===== src/rtl/alu_pkg.sv =====
// Shared definitions for the sequential ALU: the opcode map, the control
// states of the request/response handshake and the bit positions of the
// five status flags.
package alu_pkg;

    typedef enum logic [3:0] {
        OP_NOP    = 4'd0,
        OP_ADD    = 4'd1,
        OP_SUB    = 4'd2,
        OP_MULT   = 4'd3,
        OP_SHR    = 4'd4,
        OP_DIV    = 4'd5,
        OP_AND    = 4'd6,
        OP_OR     = 4'd7,
        OP_XOR    = 4'd8,
        OP_SHL    = 4'd9,
        OP_PASSB0 = 4'd10,
        OP_PASSB1 = 4'd11,
        OP_PASSB2 = 4'd12,
        OP_PASSA  = 4'd13,
        OP_PASSB3 = 4'd14,
        OP_HALT   = 4'd15
    } opcode_e;

    typedef enum logic [1:0] {
        ST_IDLE = 2'd0,
        ST_BUSY = 2'd1,
        ST_DONE = 2'd2
    } state_e;

    localparam int FLAG_ZERO  = 0;
    localparam int FLAG_NEG   = 1;
    localparam int FLAG_CARRY = 2;
    localparam int FLAG_OVF   = 3;
    localparam int FLAG_DIV0  = 4;
    localparam int FLAG_W     = 5;

    // Multiply and divide run on the iterative unit; everything else is
    // resolved in a single cycle.
    function automatic logic isIterOp(input opcode_e op);
        return (op == OP_MULT) || (op == OP_DIV);
    endfunction

endpackage


===== src/rtl/alu_muldiv_iter.sv =====
// Iterative unsigned multiplier / restoring divider.  Operands are captured
// on start, one bit is processed per cycle, and done is high during the last
// iteration cycle so the final value is visible in the registers right after
// that edge.  The result registers hold their value until the next start.
module alu_muldiv_iter
    import alu_pkg::*;
#(
    parameter int WIDTH = 16
) (
    input  logic             clk,
    input  logic             rst_n,
    input  logic             start,
    input  logic             is_div,
    input  logic [WIDTH-1:0] a,
    input  logic [WIDTH-1:0] b,
    output logic             done,
    output logic [WIDTH-1:0] res,
    output logic             hi_nonzero,
    output logic             div0
);

    localparam int CW = $clog2(WIDTH);

    // hi holds the upper product half (MULT) or the partial remainder (DIV);
    // lo holds the multiplier shifting out / the dividend shifting out while
    // the quotient shifts in; opnd is the multiplicand or divisor.
    logic             busy_q;
    logic             isDiv_q;
    logic             divZero_q;
    logic [CW-1:0]    cnt_q;
    logic [WIDTH-1:0] hi_q, hi_d;
    logic [WIDTH-1:0] lo_q, lo_d;
    logic [WIDTH-1:0] opnd_q;
    logic [WIDTH:0]   mulSum;
    logic [WIDTH:0]   divTrial;
    logic [WIDTH:0]   divDiff;

    // One shift-add or one restore-subtract step on the working registers.
    always_comb begin
        hi_d     = hi_q;
        lo_d     = lo_q;
        mulSum   = {1'b0, hi_q} + (lo_q[0] ? {1'b0, opnd_q} : '0);
        divTrial = {hi_q, lo_q[WIDTH-1]};
        divDiff  = divTrial - {1'b0, opnd_q};
        if (isDiv_q) begin
            if (!divDiff[WIDTH]) begin
                hi_d = divDiff[WIDTH-1:0];
                lo_d = {lo_q[WIDTH-2:0], 1'b1};
            end else begin
                hi_d = divTrial[WIDTH-1:0];
                lo_d = {lo_q[WIDTH-2:0], 1'b0};
            end
        end else begin
            {hi_d, lo_d} = {mulSum, lo_q[WIDTH-1:1]};
        end
    end

    // Capture operands on start, then iterate exactly WIDTH times.
    always_ff @(posedge clk) begin
        if (!rst_n) begin
            busy_q    <= 1'b0;
            isDiv_q   <= 1'b0;
            divZero_q <= 1'b0;
            cnt_q     <= '0;
            hi_q      <= '0;
            lo_q      <= '0;
            opnd_q    <= '0;
        end else if (start) begin
            busy_q    <= 1'b1;
            isDiv_q   <= is_div;
            divZero_q <= (b == '0);
            cnt_q     <= '0;
            hi_q      <= '0;
            lo_q      <= a;
            opnd_q    <= b;
        end else if (busy_q) begin
            hi_q  <= hi_d;
            lo_q  <= lo_d;
            cnt_q <= cnt_q + CW'(1);
            if (done) begin
                busy_q <= 1'b0;
            end
        end
    end

    assign done       = busy_q && (cnt_q == CW'(WIDTH - 1));
    // A zero divisor still runs the full iteration count; only the visible
    // quotient is forced to all-ones.
    assign res        = (isDiv_q && divZero_q) ? '1 : lo_q;
    assign hi_nonzero = !isDiv_q && (hi_q != '0);
    assign div0       = isDiv_q && divZero_q;

endmodule


===== src/rtl/alu_seq.sv =====
// Sequential ALU with a valid/ready request port and a valid/ready result
// port.  Single-cycle operations land in the result register on the accept
// edge; MULT and DIV are handed to the iterative unit and their result is
// read straight from its held registers once it finishes.
module alu_seq
    import alu_pkg::*;
#(
    parameter int WIDTH = 16
) (
    input  logic              clk,
    input  logic              rst_n,
    input  logic              in_valid,
    output logic              in_ready,
    input  logic [3:0]        opcode,
    input  logic [WIDTH-1:0]  operand0,
    input  logic [WIDTH-1:0]  operand1,
    output logic              out_valid,
    input  logic              out_ready,
    output logic [WIDTH-1:0]  result,
    output logic [FLAG_W-1:0] flags
);

    state_e              state_q, state_d;
    logic [WIDTH-1:0]    res_q;
    logic [FLAG_W-1:0]   flags_q;
    logic                iterSel_q;

    opcode_e             opDec;
    logic                accept;
    logic                isIter;
    logic [WIDTH:0]      aluSum;
    logic [WIDTH-1:0]    aluRes;
    logic                aluCarry;
    logic                aluOvf;
    logic [FLAG_W-1:0]   aluFlags;
    logic                mdDone;
    logic [WIDTH-1:0]    mdRes;
    logic                mdHi;
    logic                mdDiv0;
    logic [FLAG_W-1:0]   mdFlags;

    assign opDec     = opcode_e'(opcode);
    assign isIter    = isIterOp(opDec);
    assign in_ready  = (state_q == ST_IDLE);
    assign out_valid = (state_q == ST_DONE);
    assign accept    = in_valid && in_ready;

    alu_muldiv_iter #(.WIDTH(WIDTH)) u_muldiv (
        .clk        (clk),
        .rst_n      (rst_n),
        .start      (accept && isIter),
        .is_div     (opDec == OP_DIV),
        .a          (operand0),
        .b          (operand1),
        .done       (mdDone),
        .res        (mdRes),
        .hi_nonzero (mdHi),
        .div0       (mdDiv0)
    );

    // Single-cycle datapath: result plus carry/overflow for the current request.
    always_comb begin
        aluSum   = '0;
        aluRes   = '0;
        aluCarry = 1'b0;
        aluOvf   = 1'b0;
        aluFlags = '0;
        case (opDec)
            OP_NOP, OP_PASSA: aluRes = operand0;
            OP_ADD: begin
                aluSum   = {1'b0, operand0} + {1'b0, operand1};
                aluRes   = aluSum[WIDTH-1:0];
                aluCarry = aluSum[WIDTH];
                aluOvf   = (operand0[WIDTH-1] == operand1[WIDTH-1]) &&
                           (aluSum[WIDTH-1] != operand0[WIDTH-1]);
            end
            OP_SUB: begin
                aluSum   = {1'b0, operand0} - {1'b0, operand1};
                aluRes   = aluSum[WIDTH-1:0];
                aluCarry = aluSum[WIDTH];
                aluOvf   = (operand0[WIDTH-1] != operand1[WIDTH-1]) &&
                           (aluSum[WIDTH-1] != operand0[WIDTH-1]);
            end
            OP_SHR: begin
                aluRes   = operand1 >> 1;
                aluCarry = operand1[0];
            end
            OP_SHL: begin
                aluRes   = operand1 << 1;
                aluCarry = operand1[WIDTH-1];
            end
            OP_AND: aluRes = operand0 & operand1;
            OP_OR:  aluRes = operand0 | operand1;
            OP_XOR: aluRes = operand0 ^ operand1;
            OP_PASSB0, OP_PASSB1, OP_PASSB2, OP_PASSB3: aluRes = operand1;
            default: aluRes = '0;
        endcase
        aluFlags[FLAG_ZERO]  = (aluRes == '0);
        aluFlags[FLAG_NEG]   = aluRes[WIDTH-1];
        aluFlags[FLAG_CARRY] = aluCarry;
        aluFlags[FLAG_OVF]   = aluOvf;
    end

    // Flags for a MULT/DIV result, derived from the iterative unit's outputs.
    always_comb begin
        mdFlags              = '0;
        mdFlags[FLAG_ZERO]   = (mdRes == '0);
        mdFlags[FLAG_NEG]    = mdRes[WIDTH-1];
        mdFlags[FLAG_CARRY]  = mdHi;
        mdFlags[FLAG_OVF]    = mdHi;
        mdFlags[FLAG_DIV0]   = mdDiv0;
    end

    // Handshake control: accept only in IDLE, present only in DONE.
    always_comb begin
        state_d = state_q;
        case (state_q)
            ST_IDLE: if (in_valid) state_d = isIter ? ST_BUSY : ST_DONE;
            ST_BUSY: if (mdDone)   state_d = ST_DONE;
            ST_DONE: if (out_ready) state_d = ST_IDLE;
            default: state_d = ST_IDLE;
        endcase
    end

    // State, single-cycle result capture and the result source select.
    always_ff @(posedge clk) begin
        if (!rst_n) begin
            state_q   <= ST_IDLE;
            res_q     <= '0;
            flags_q   <= '0;
            iterSel_q <= 1'b0;
        end else begin
            state_q <= state_d;
            if (accept) begin
                iterSel_q <= isIter;
                if (!isIter) begin
                    res_q   <= aluRes;
                    flags_q <= aluFlags;
                end
            end
        end
    end

    assign result = iterSel_q ? mdRes   : res_q;
    assign flags  = iterSel_q ? mdFlags : flags_q;

endmodule


===== config.mk =====
export PLATFORM = sky130hd
export DESIGN_NAME = alu_seq
export DESIGN_NICKNAME = d
export VERILOG_FILES = /design/src/rtl/alu_pkg.sv /design/src/rtl/alu_muldiv_iter.sv /design/src/rtl/alu_seq.sv
export SDC_FILE = /design/constraint.sdc
export NUM_CORES = 1
export LEC_CHECK = 0
export CORE_MARGIN = 2
export CORE_UTILIZATION = 55
export DETAILED_ROUTE_END_ITERATION = 8
export GPL_TIMING_DRIVEN = 0
export PLACE_DENSITY = 0.75
export SYNTH_ARGS = -nofsm -noshare
export SYNTH_HDL_FRONTEND = slang
export SYNTH_HIERARCHICAL = 1
export SYNTH_SLANG_ARGS = --single-unit

===== constraint.sdc =====
create_clock -name clk -period 4.4 [get_ports clk]
set_input_delay 0.66 -clock clk [delete_from_list [all_inputs] [get_ports clk]]
set_output_delay 0.66 -clock clk [all_outputs]
set_load 0.02 [all_outputs]

==> summary.md, run 1 <==
| Metric | Value |
|---|---|
| Via count | 9,308 |
| Skew final | around 4.9 ps |
| Hold Buf Count CTS | 0 |
| Maximum vdd drop | 257.9 uV |
| Post-place setup slack | between 9 and 10 ps |
| Final hold violations | 0 |
| Post-Route WL | between 20,000 and 30,000 microns |
| Worst-Margin Slew | 880.0 ps |
| Crit Path Category | primary input to flop |
| Residual DRC | 0 |
| Post-CTS sizing | 0 |
| Commonest non-fill, non-tap cell in the layout | a21oi_1 |
| GP Congestion | approximately 1 |
| Htree depth | 3 |
| Period utilization | 93.20% |
| Pre-antenna DRT Iters | 9 |
| Setup Fix Bufs, Post-CTS | 0 |
| Ant diodes | 0 |
| Yosys reg bits | 77 |
| Register share of total power | 30.0% |
| Logic pwr share | 37.9% |
| Wire per inst | 20.99 microns |
| WP data required | 4680 ps |
| Fmax | about 240 MHz |
| Area leader, netlist | dfxtp_1 |
| All-Layer GR Usage | 34.95% |
| Row count | 46 |
| Starting Density | 55.92% |
| Port Buffers | 60 |
| Worst skew pair latency | 340 ps |
| Initial antenna violation count | 0 |
| Final count of negative-setup-slack endpoints | 0 |
| TritonCTS Buffers | 9 |
| Layout fillers | ~1,400 |
| Die span in y | 130.9 microns |
| Reg2reg setup slack | 610 ps |
| Fin cells | 1,420 |
| Final Critical Period | slightly above 4000 ps |
| Setup_tns | 0 ps |
| Crit path from | operand0[0] |
| Slew HR | 41.19% |
| Yosys cell types | 106 |
| CTS tree | built |
| Vias in the first global route | approximately 8,500 |
| Post-synth top area share | about 17% |
| Status | finished, final reports clean |
| Reg-to-reg endpoint | u_muldiv/hi_q[15] |
| Root buf cell | clkbuf_16 |
| Synth Area per Inst | 7.847 sq um |
| Die area | around 0.017 sq mm |
| R2R cell count | 13 |
| Mapped Area | 0.008851 sq mm |
| Worst setup endpoint | flags_q[0] |
| Area Growth Syn to Fin | 13.49% |
| Register clock-pin slew on the reported worst setup and hold paths | 60 ps |
| Pwr dens | between 200 and 300 mW/mm^2 |
| Final setup margin | 299.0 ps |
| GR Overflow Total | 0 |
| Die width | 130.9 microns |
| Initial DRC Count | 1,182 |
| First-pass GRT wire length | 46,260 microns |
| Setup crit end kind | flop |
| Max Slew Vio Count | 0 |
| Yosys warns | 6 |
| Lkg Pwr | 4.068 nW |
| Mapped Cells | 1,128 |
| Main synth FF type | dfxtp_1 |
| Routed Antenna Nets | 0 |
| Sw frac | 35.41% |
| Area of the multi-input gates | 0.006595 sq mm |
| Post-Syn Nets | 1,254 |
| Clock power share | around 32% |
| Seq/Total Area, Yosys | ~17% |
| Internal power | ~1.6 mW |
| Largest net degree at the start of global routing | 16 |
| Number of synthesized flops with an enable pin | 0 |
| Max cap viols | 0 |
| RSZ-0062 raised after global routing | false |
| Inst Count DP | 1,404 |
| CORE AREA | around 0.016 sq mm |
| Placed wire-length estimate | between 20,000 and 25,000 microns |
| Post-layout nets | 1,325 |
| Most frequent cells in the layout | a21oi_1, nor2_1, ha_1, inv_1, dfxtp_1 |
| Async S/R FF share, synth | 0% |
| Clock sinks | 77 |
| CTS Buffer Depth | 2 |
| Pwr Total | between 2 and 3 mW |
| I/O Pins | 63 |
| Worst Setup Start Kind | primary input |
| P_sw | 0.8988 mW |
| Share of layout cells above drive strength 1 | 8.389% |
| Worst EP arrival | around 4400 ps |
| HP Class | flop to flop |
| Worst-path fanout max | 5 |
| Reg2reg start | u_muldiv/lo_q[0] |
| Storage cell area | 0.001541 sq mm |
| Vias per std cell | 6.555 |
| Synth area leaders | dfxtp_1, ha_1, a21oi_1, mux2i_1, nor2_1 |
[logic make-up (layout without fill, tap and decap cells)]
| kind of cell | count (synthesis) | count (layout) | share of synthesized area [%] |
|---|---|---|---|
| and+or+nand+nor | 380 | 380 | 23.61 |
| AOI/OAI and AO/OA | 349 | 349 | 28.61 |
| buffers and inverters | 149 | 225 | 8.072 |
| adders and majority gates | 86 | 86 | 12.50 |
| DFF | 77 | 77 | 17.42 |
| muxes | 64 | 64 | 7.521 |
| xor gates and xnor gates | 23 | 23 | 2.276 |
[critical path, stage by stage]
cell and delay [ps]:
clkdlybuf4s50_1 620, inv_1 100, ha_1 260, fa_1 430, o21ba_1 210, or4_4 460
a211o_1 330, a31oi_4 210, o311a_1 170, a22oi_1 140, nor4bb_1 510, nand4_1 150
o21ai_1 120
[per-stage QoR]
| step | utilization, % | hold WS (ps) | cell area, sq um |
|---|---|---|---|
| floorplan | - | 424.9 | 8851 |
| global placement | 61.42 | 442.7 | 9722 |
| detailed placement | 61.42 | 450.9 | 9722 |
| CTS | 63.46 | 459.8 | 10040 |
| global route | 63.46 | 480.2 | 10040 |
| finish | 63.46 | 458.4 | 10040 |
[how the worst min path moves through the flow]
stage | from | endpoint | depth (start not counted)
after floorplan | u_muldiv/divZero_q | u_muldiv/divZero_q | 2
after global placement | u_muldiv/divZero_q | u_muldiv/divZero_q | 2
after detailed placement | flags_q[0] | flags_q[0] | 2
after CTS | flags_q[0] | flags_q[0] | 2
after global routing | flags_q[0] | flags_q[0] | 2
final | flags_q[0] | flags_q[0] | 2
[state kept, by name (all words and copies together), names as in the netlist, 2 cells and up]
register / cells
u_muldiv/hi_q: 16
u_muldiv/lo_q: 16
u_muldiv/opnd_q: 16
res_q: 15
flags_q: 4
u_muldiv/cnt_q: 4
state_q: 2
[routing by layer]
| layer | global-route usage, % | share of wire [%] | vias up |
|---|---|---|---|
| li1 | - | - | 4312 |
| met1 | 49.88 | 45 | 4445 |
| met2 | 54.47 | 43 | 490 |
| met3 | 6.230 | 9.6 | 61 |
| met4 | 9.136 | 2.5 | 0 |
| met5 | 0 | 0 | - |
[Yosys cell counts, drive strengths merged (30+ instances only)]
| library cell | n |
|---|---|
| a21oi | 93 |
| ha | 82 |
| a211oi | 30 |
| dfxtp | 77 |
| o21ai | 46 |
| nor2 | 86 |
| buf | 36 |
| inv | 77 |
| mux2i | 44 |
| nand2 | 66 |
| clkbuf | 34 |
| nor2b | 49 |
[power by group through the flow]
stage               Combinational, mW  Sequential (mW)  Clock [mW]
floorplan                       0.642            0.765           0
global placement                0.925            0.774           0
detailed placement              0.931            0.775           0
CTS                             0.938            0.759       0.821
global route                     1.04            0.764       0.851
finish                          0.962            0.761       0.816
[final cells by class]
class / count / area share (%)
clock inverter: 6 / 0.9342
timing repair buffer: 60 / 5.979
sequential: 77 / 15.35
tap: 216 / 2.691
inverter: 79 / 2.952
multi-input combinational: 902 / 65.66
buffer: 70 / 4.160
clock buffer: 10 / 2.280
No activity file was read; power rests on OpenSTA's default activity.
==> inputs of run 2 (changes only) <==
--- a/config.mk
+++ b/config.mk
@@ -9,7 +9,7 @@
 export CORE_UTILIZATION = 55
 export DETAILED_ROUTE_END_ITERATION = 8
 export GPL_TIMING_DRIVEN = 0
-export PLACE_DENSITY = 0.75
+export PLACE_DENSITY_LB_ADDON = 0.1
 export SYNTH_ARGS = -nofsm -noshare
 export SYNTH_HDL_FRONTEND = slang
 export SYNTH_HIERARCHICAL = 1
==> constraint.sdc (replaced) <==
create_clock -name clk -period 5 [get_ports clk]
set_input_delay 0.75 -clock clk [delete_from_list [all_inputs] [get_ports clk]]
set_output_delay 0.75 -clock clk [all_outputs]
set_load 0.02 [all_outputs]
==> run 2 against run 1 <==
Effect of this change:
- first-iteration DRC count is 15% lower
- sequential cell count stayed put
- sequential share of layout area is 0.075 points higher
- core utilization is 0.31 points lower
- hold slack better by 10 ps
- via count is 1.7% lower
- wire length is 1.1% lower
- global-route usage is 0.26 points lower
- non-clock buffer count stayed put
- critical endpoint unchanged
- largest power group unchanged
==> summary.md, run 2 (synthesis results as in run 1) <==
| Metric | Value |
|---|---|
| Post-Route WL | 29,460 microns (-1.1%) |
| Initial DRC Count | 1,010 (-15%) |
| Lkg Pwr | 4.050 nW (-0.46%) |
| Via count | 9,152 (-1.7%) |
| Setup crit end kind | flop |
| Setup Fix Bufs, Post-CTS | 0 (unchanged) |
| CTS Buffer Depth | 2 (unchanged) |
| GR Overflow Total | 0 (unchanged) |
| Fmax | 232.7 MHz |
| Maximum vdd drop | 152.2 uV (-41%) |
| P_sw | 0.7754 mW (-14%) |
| Status | finished, final reports clean |
| Starting Density | 55.92% (unchanged) |
| Max Slew Vio Count | 0 (unchanged) |
| Max cap viols | 0 (unchanged) |
| Final hold violations | 0 (unchanged) |
| Reg-to-reg endpoint | u_muldiv/hi_q[15] |
| Row count | 46 (unchanged) |
| Pre-antenna DRT Iters | 8 (-1) |
| Worst setup endpoint | flags_q[0] |
| Htree depth | 3 (unchanged) |
| Setup_tns | 0 ps (unchanged) |
| R2R cell count | 13 (unchanged) |
| Logic pwr share | 39.5% (+1.6 points) |
| Pwr dens | 212.6 mW/mm^2 (-16%) |
| Clock power share | 29.0% (-3.2 points) |
| Vias in the first global route | 8,444 (-0.53%) |
| Routed Antenna Nets | 0 (unchanged) |
| Clock sinks | 77 (unchanged) |
| Period utilization | 85.96% |
| Worst Setup Start Kind | primary input |
| Storage cell area | 0.001541 sq mm (unchanged) |
| Worst-path fanout max | 8 (+3) |
| TritonCTS Buffers | 9 (unchanged) |
| Die area | 0.01712 sq mm (unchanged) |
| Ant diodes | 0 (unchanged) |
| Worst-Margin Slew | 928.9 ps (+48.89 ps) |
| Post-DP Area | 0.009722 sq mm (unchanged) |
| Final count of negative-setup-slack endpoints | 0 (unchanged) |
| Crit Path Category | primary input to flop |
| CORE AREA | 0.01583 sq mm (unchanged) |
| Largest net degree at the start of global routing | 16 (unchanged) |
| Crit path from | operand1[0] |
| Placed wire-length estimate | 22,560 microns (-0.45%) |
| HP Class | flop to flop |
| Wire per inst | 20.76 microns (-1.1%) |
| WP data required | 5280 ps (+600 ps) |
| Vias per std cell | 6.450 (-1.6%) |
| Internal power | 1.349 mW (-18%) |
| Register share of total power | 31.5% (+1.5 points) |
| Worst skew pair latency | 340 ps (about the same) |
| Die width | 130.9 microns (unchanged) |
| Final Critical Period | roughly 4300 ps |
| Area Growth Syn to Fin | 12.93% |
| Die span in y | 130.9 microns (unchanged) |
| Hold Buf Count CTS | 0 (unchanged) |
| I/O Pins | 63 (unchanged) |
| Initial antenna violation count | 0 (unchanged) |
| Layout fillers | 1,499 (+5.0%) |
| All-Layer GR Usage | 34.69% (-0.26 points) |
| Worst EP arrival | 4570 ps (+190 ps) |
| Biggest regs | u_muldiv/hi_q (16), u_muldiv/lo_q (16), u_muldiv/opnd_q (16) |
| Sw frac | 36.49% (+1.1 points) |
| Port Buffers | 60 (unchanged) |
| Residual DRC | 0 (unchanged) |
| First-pass GRT wire length | 45,850 microns (-0.89%) |
| Final Util | 63.15% (-0.31 points) |
| CTS tree | built |
| Reg2reg setup slack | 1370 ps (+760 ps) |
| GP Congestion | 1.010 (+0.85%) |
| Area of the multi-input gates | 0.006595 sq mm (unchanged) |
| Finished Cell Area | 0.009996 sq mm (-0.49%) |
| Post-place setup slack | 570.6 ps (+561.3 ps) |
| Share of layout cells above drive strength 1 | 8.396% (about the same) |
| Post-CTS sizing | 0 (unchanged) |
| Final setup margin | 702.1 ps (+403.1 ps) |
| RSZ-0062 raised after global routing | false |
| Slew HR | 37.92% (-3.3 points) |
| Register clock-pin slew on the reported worst setup and hold paths | 60 ps (about the same) |
| Reg2reg start | u_muldiv/lo_q[0] |
| Root buf cell | clkbuf_16 |
| Skew final | 11.12 ps (+6.257 ps) |
| Commonest non-fill, non-tap cell in the layout | a21oi_1 |
| Post-layout nets | 1,325 (unchanged) |
| Worst hold margin | 468.4 ps (+10.01 ps) |
| Most frequent cells in the layout | a21oi_1, nor2_1, ha_1, inv_1, dfxtp_1 |
run 2: power groups by stage:
stage	sequential, mW	clock [mW]	combinational [mW]
3_5_place_dp	0.682	0	0.815
3_3_place_gp	0.681	0	0.810
6_report	0.669	0.615	0.840
4_1_cts	0.668	0.624	0.820
2_1_floorplan	0.673	0	0.565
5_1_grt	0.672	0.647	0.907
run 2: critical path, cell delays in order:
cell and delay (ps):
clkdlybuf4s50_1 730, ha_1 310, inv_1 70, fa_1 420
o2bb2ai_1 150, o21ai_0 140, o21ai_0 160, a2111oi_1 770
nor4bb_1 580, and4b_1 270, nand4_1 90, o21ai_1 120
run 2: how the worst min path moves through the flow:
stage	endpoint	slack, ps	depth (start not counted)	from
2_1_floorplan	u_muldiv/divZero_q	420	2	u_muldiv/divZero_q
3_3_place_gp	u_muldiv/divZero_q	440	2	u_muldiv/divZero_q
3_5_place_dp	u_muldiv/divZero_q	440	2	u_muldiv/divZero_q
4_1_cts	res_q[12]	470	2	res_q[12]
5_1_grt	res_q[12]	490	2	res_q[12]
6_report	res_q[12]	470	2	res_q[12]
run 2: per-stage QoR:
stage | instances | total power [mW]
after global placement | 1404 | 1.491
after floorplan | 1128 | 1.238
after detailed placement | 1404 | 1.497
after global routing | 1419 | 2.227
after CTS | 1419 | 2.113
final | 1419 | 2.125
run 2: routing by layer:
metal / global-route usage [%] / wire, microns / share of wire [%]
met2: 53.43 / 12630 / 43
met4: 9.449 / 644 / 2.2
met5: 0 / 0 / 0
met3: 7.125 / 2714 / 9.2
met1: 49.30 / 13480 / 46
run 2: cell type report:
type | count | share of cell area, %
clock buffer | 10 | 2.391
tap | 216 | 2.704
timing repair buffer | 60 | 6.008
clock inverter | 5 | 0.3505
multi-input combinational | 902 | 65.98
buffer | 70 | 4.181
inverter | 79 | 2.967
sequential | 77 | 15.42
